`config.mk`:
```
export PLATFORM = sky130hd
export DESIGN_NAME = round_scorer
export DESIGN_NICKNAME = d
export VERILOG_FILES = /design/src/rtl/round_scorer.sv
export SDC_FILE = /design/constraint.sdc
export NUM_CORES = 1
export LEC_CHECK = 0
export ABC_AREA = 1
export CAP_MARGIN = 20
export CORE_MARGIN = 5
export CORE_UTILIZATION = 55
export CTS_CLUSTER_SIZE = 14
export DETAILED_ROUTE_END_ITERATION = 7
export HOLD_SLACK_MARGIN = 0.1
export PLACE_DENSITY = 0.88
export RECOVER_POWER = 25
export REMOVE_ABC_BUFFERS = 1
export SKIP_LAST_GASP = 1
export SYNTH_ARGS = -nofsm -noshare
export SYNTH_HDL_FRONTEND = slang
export SYNTH_SLANG_ARGS = --single-unit
export TNS_END_PERCENT = 100
```
`constraint.sdc`:
```
create_clock -name clk -period 4.6 [get_ports clk]
set_clock_uncertainty 0.2 [all_clocks]
set_input_delay 0.92 -clock clk [delete_from_list [all_inputs] [get_ports clk]]
set_output_delay 0.92 -clock clk [all_outputs]
set_load 0.01 [all_outputs]
```
`src/rtl/round_scorer.sv`:
```
`default_nettype none
// ---------------------------------------------------------------------------------
// round_scorer : latches LED/button vectors on start, compares one channel per clock,
//                reports hits/point and keeps a saturating score. rev 1.0
//                Define ROUND_SCORER_MISS_PENALTY_EN to charge one point per miss.
// ---------------------------------------------------------------------------------
module round_scorer #(
    parameter  int N_CH    = 3,
    parameter  int SCORE_W = 8,
    localparam int HIT_W   = $clog2(N_CH + 1)
) (
    input  logic               clk,
    input  logic               rst,
    input  logic               start,
    input  logic [N_CH-1:0]    led,
    input  logic [N_CH-1:0]    btn,
    input  logic               clear_score,
    output logic               busy,
    output logic               done,
    output logic               point,
    output logic [HIT_W-1:0]   hits,
    output logic [SCORE_W-1:0] score
);

    localparam int IDX_W  = $clog2(N_CH);
    // Sized so score+hits (or the signed penalty form) never overflows for any legal N_CH/SCORE_W.
    localparam int CALC_W = ((SCORE_W > HIT_W) ? SCORE_W : HIT_W) + 3;
    localparam logic [CALC_W-1:0] SCORE_MAX = {{(CALC_W - SCORE_W){1'b0}}, {SCORE_W{1'b1}}};

    typedef enum logic [1:0] {
        S_IDLE   = 2'd0,
        S_CHECK  = 2'd1,
        S_REPORT = 2'd2
    } state_t;

    state_t             state;
    logic [N_CH-1:0]    snap_led;
    logic [N_CH-1:0]    snap_btn;
    logic [IDX_W-1:0]   idx;
    logic [HIT_W-1:0]   hit_cnt;
    logic [SCORE_W-1:0] score_next;

`ifdef ROUND_SCORER_MISS_PENALTY_EN
    logic signed [CALC_W-1:0] sum;

    always_comb begin
        sum = $signed(CALC_W'(score)) + $signed(CALC_W'(hit_cnt)) + $signed(CALC_W'(hit_cnt))
            - $signed(CALC_W'(N_CH));
        if (sum[CALC_W-1]) begin
            score_next = '0;
        end else if (sum > $signed(SCORE_MAX)) begin
            score_next = '1;
        end else begin
            score_next = sum[SCORE_W-1:0];
        end
    end
`else
    logic [CALC_W-1:0] sum;

    always_comb begin
        sum = CALC_W'(score) + CALC_W'(hit_cnt);
        if (sum > SCORE_MAX) begin
            score_next = '1;
        end else begin
            score_next = sum[SCORE_W-1:0];
        end
    end
`endif

    always_ff @(posedge clk or negedge rst) begin
        if (!rst) begin
            state    <= S_IDLE;
            snap_led <= '0;
            snap_btn <= '0;
            idx      <= '0;
            hit_cnt  <= '0;
            busy     <= 1'b0;
            done     <= 1'b0;
            point    <= 1'b0;
            hits     <= '0;
            score    <= '0;
        end else begin
            done  <= 1'b0;
            point <= 1'b0;
            case (state)
                S_IDLE: begin
                    if (start) begin
                        snap_led <= led;
                        snap_btn <= btn;
                        idx      <= '0;
                        hit_cnt  <= '0;
                        busy     <= 1'b1;
                        state    <= S_CHECK;
                    end
                end
                S_CHECK: begin
                    if (snap_led[idx] == snap_btn[idx]) begin
                        hit_cnt <= hit_cnt + 1'b1;
                    end
                    if (idx == IDX_W'(N_CH - 1)) begin
                        state <= S_REPORT;
                    end else begin
                        idx <= idx + 1'b1;
                    end
                end
                S_REPORT: begin
                    done  <= 1'b1;
                    hits  <= hit_cnt;
                    point <= (hit_cnt == HIT_W'(N_CH));
                    score <= score_next;
                    busy  <= 1'b0;
                    state <= S_IDLE;
                end
                default: state <= S_IDLE;
            endcase
            // Clear overrides the report-edge add.
            if (clear_score) begin
                score <= '0;
            end
        end
    end

endmodule
`default_nettype wire

```
# Yosys cells after proc, flatten, opt, wreduce, memory -nomap -nowiden
# Index checks and enable logic that the tools add are counted.
# totals
reg_bits	25
inputBits	10
output_inout_bits	13
word_cells	52
# classes
n_addsub	3
order_cmp	2
eq_ne	9
mux	19
n_reduce_logical	9
# op_table
operator	n
$mux W8	3
$pmux W2 S2	3
$mux W2	5
$add A8 B2 Y9	1
$gt A9 B8 Y1 const B	1
$ne A2 B2 Y1 const B	4
$eq A2 B2 Y1 const B	3
$reduce_and A2 Y1	3
$reduce_and A3 Y1	2
$reduce_bool A2 Y1	3
$mux W1	5
$add A2 B1 Y2 const B	2
$bmux W1 S2	2
$lt A2 B3 Y1 const B	1
$eq A2 B1 Y1 const B	1
$logic_not A2 Y1	1
$pmux W1 S2	1
$eq A1 B1 Y1	1

# Logic depth before layout (Yosys ltp)
# logic_depth
depth_word	5
ltp_mapped	10
depth_no_buf	10

# Worst setup path before layout
# No wires, ideal clock.
# synth_path
path_kind	flip-flop to flip-flop
from	register score[0]
to	register score[0]
setup_ns	0.123
arrival_ns	1.513
required_time_ns	4.277
setup_slack_ns	2.764
path_stages_with_launch	9
path_buffers	0
period_less_slack_ns	1.836
path_cell_list	dfrtp_1 -> ha_1 -> fa_1 -> nand2_1 -> nor2_1 -> nand3_1 -> inv_1 -> o21ai_0 -> nand2_1
# synth_via
elab_chain_cells	5
# synth_lines
element	line	rtl
start: declaration	22	output logic [SCORE_W-1:0] score
start signal: assignment	110	score <= score_next;
$add A8 B2 Y9 *	61	sum = CALC_W'(score) + CALC_W'(hit_cnt);
$gt A9 B8 Y1	62	if (sum > SCORE_MAX) begin
$mux W8 *	62	
$mux W8 *	85	case (state)
$mux W8 *	117	if (clear_score) begin
# Mark *: on every way between the ends. The rest lies on a longest branch, timed or not. The select of a mux whose other input is x is not followed.
# A chain may end at the register's enable or synchronous reset.

# Worst setup path after layout
# layout_path
from	register score[3]
to	output port score[3]
# No word-level cell between the ends.

==> impl_metrics.toml <==
[final_layout]
final_cell_area_mm2 = 0.001536
antenna_cells = 0
area_delta_synth_final_pct = 21.46
drive_gt1_share_pct = 6.593
nets = 198

[placement]
placed_area_mm2 = 0.001515
portBuffers = 22
dp_hpwl_mm = 2.076
routabilityCongestion = 0.7479

[drt]
num_vias = 1054
wl_mm = 2.629
wl_per_cell_um = 12.52
ant_nets = 0
drc = 0
via_per_inst = 5.019
drt-initial-drc-count = 17
drt_first_pass_iters = 4

[critical_path]
cp_top_family = "buffers and inverters"
critical_path_class = "flop to output port"
r2r_cells = 8
reg2reg_to = "score[0]"
rr_startpoint = "hit_cnt[0]"
cp-end-kind = "output port"
reg2reg_slack_ns = 2.58
critPathRequiredTime_ns = 3.48
cp.arrival_ns = 1.36
slowest_delay_ns = 0.57
worstSetupStartpointType = "flop"
crit_path_max_fanout = 5
worst_path_max_delay_cell = "clkdlybuf4s50_1"
crit_buf_inv = 1
path_cells = "clkdlybuf4s50_1"

[clocking]
clock_latency_ns = 0.32
cts_setup_buffers = 0
cts_max_level = 1
cts_buffers = 3
clk_pin_slew_worst_paths_ns = 0.13
cts_tree = "done"
ctsResizeCount = 0
hold_buffers = 0
cts-root-buf = "clkbuf_4"
cts_max_path_buffers = 2
clock-sinks = 25

[grt]
antenna_found_initial = 0
track_usage_pct = 17.36
grt_pass1_wl_mm = 4.547
grt_max_degree = 26
gr-total-overflow = 0
grt_pass1_vias = 1148

[logic_synthesis]
seq_area_frac_synth_pct = 49.46
yosysTopAreaCell = "dfrtp_1"
synth_area_leaders = "dfrtp_1 (49%), nand2_1 (15%), inv_1 (7.4%), o21ai_0 (6.3%), ha_1 (4.0%)"
syn_inst = 156
yosysUniqueCellTypes = 22
synth.avg_cell_area_um2 = 8.109
syn_area_mm2 = 0.001265
yosys_warnings = 0
yosysTopAreaCellShare_pct = 49.46
ys_seq_elements = 25

[sta]
finalCritPeriodShare_pct = 53.81
slew_violations = 0
worstMarginPinSlew_ns = 1.021
fmax_mhz = 404.0
max_slew_margin_pct = 31.96
hold_ws_ns = 0.2924
fin_tns_setup_ns = 0
hold_viol = 0
setup_viol = 0
period_minus_slack_ns = 2.475
grt_setup_unrepaired = "no"

[floorplanning]
fp.dieW_um = 57.96
initial_core_util_pct = 57.18
die_y_um = 57.96
dieArea_mm2 = 0.003359
ios = 23
rows = 17
coreArea_mm2 = 0.002212

[hold_path]
holdPathEnd = "hits[1]"
hp-class = "flop to flop"
hold_depth = 2
worstHoldStart = "hits[1]"

[run]
max-cap-violations = 0

[pwr]
seqPwrFrac_pct = 47.4
p_sw_w = 0.0002840
p_leak_nw = 0.7825
pwr_density_cell_mw_per_mm2 = 464.5
clkPwrFrac_pct = 13.8
p_comb_share_pct = 38.7
max-vdd-ir-drop_mv = 0.3354
swShare_pct = 39.79
p_int_w = 0.0004297

[status]
status = "complete, no violations"
## area by class of cell
class | count | area, um^2
Clock buffer | 4 | 26.28
Fill cell | 190 | 675.6
Inverter | 28 | 106.4
Multi-Input combinational cell | 102 | 519.2
Sequential cell | 25 | 625.6
Tap cell | 28 | 35.03
Timing Repair Buffer | 23 | 224.0
## how the worst max path moves through the flow
stage,start,end,cells past startpoint
3_5_place_dp,start,idx[1],8
6_report,score[3],score[3],1
2_1_floorplan,start,idx[0],7
3_3_place_gp,start,idx[0],8
5_1_grt,rst,snap_btn[1],2
4_1_cts,score[7],score[7],1
## registers in the layout, indices dropped and copies added, names as in the netlist
signal / count
done: 1
state: 2
hits: 2
hit_cnt: 2
point: 1
idx: 2
snap_btn: 3
snap_led: 3
busy: 1
score: 8
## metrics by stage
| step | setup slack (ns) | std cells | power [W] | utilization, % |
|---|---|---|---|---|
| 2_1_floorplan | 2.618 | 155 | 0.0005201 | - |
| 3_3_place_gp | 2.034 | 205 | 0.0005968 | 68.50 |
| 3_5_place_dp | 1.861 | 205 | 0.0006292 | 68.50 |
| 4_1_cts | 2.134 | 209 | 0.0007250 | 69.68 |
| 5_1_grt | 2.000 | 210 | 0.0007781 | 69.46 |
| 6_report | 2.125 | 210 | 0.0007137 | 69.46 |
## placed cells by master (no fill, tap or decap), drive strengths merged
| master | n |
|---|---|
| nand2 | 51 |
| inv | 26 |
| dfrtp | 25 |
| clkdlybuf4s50 | 21 |
| o21ai | 19 |
| nor2 | 13 |
| nand3 | 5 |
| clkbuf | 5 |
| ha | 4 |
| o211ai | 3 |
| a21oi | 3 |
| nor3 | 2 |
| clkinv | 1 |
| clkinvlp | 1 |
| nand4 | 1 |
| fa | 1 |
| dlygate4sd3 | 1 |
## power groups by stage
stage / combinational, W / clock, W / sequential (W)
2_1_floorplan: 0.000180 / 0 / 0.000340
3_3_place_gp: 0.000256 / 0 / 0.000341
3_5_place_dp: 0.000286 / 0 / 0.000344
4_1_cts: 0.000285 / 0.0000995 / 0.000340
5_1_grt: 0.000320 / 0.000110 / 0.000348
6_report: 0.000277 / 0.0000987 / 0.000339
## layer usage
| metal | routed length (um) | global-route usage (%) | share of wire (%) |
|---|---|---|---|
| met1 | 1110 | 19.35 | 42 |
| met2 | 1391 | 32.10 | 53 |
| met3 | 96 | 2.895 | 3.7 |
| met4 | 30 | 7.616 | 1.1 |
| met5 | 0 | 0 | 0 |
## cells by family after synthesis
family	synth area share (%)
adder cells (fa/ha/maj)	5.539
AO/OA/AOI/OAI	10.78
flip-flops	49.46
AND/OR/NAND/NOR	25.32
buffers and inverters	8.902
## cell usage after synthesis, drive strengths merged
master,n
nand2,51
inv,28
dfrtp,25
o21ai,19
nor2,13
nand3,5
ha,4
a21oi,3
o211ai,3
nor3,2
buf,1
fa,1
nand4,1
Power figures use the tool's default switching activity.
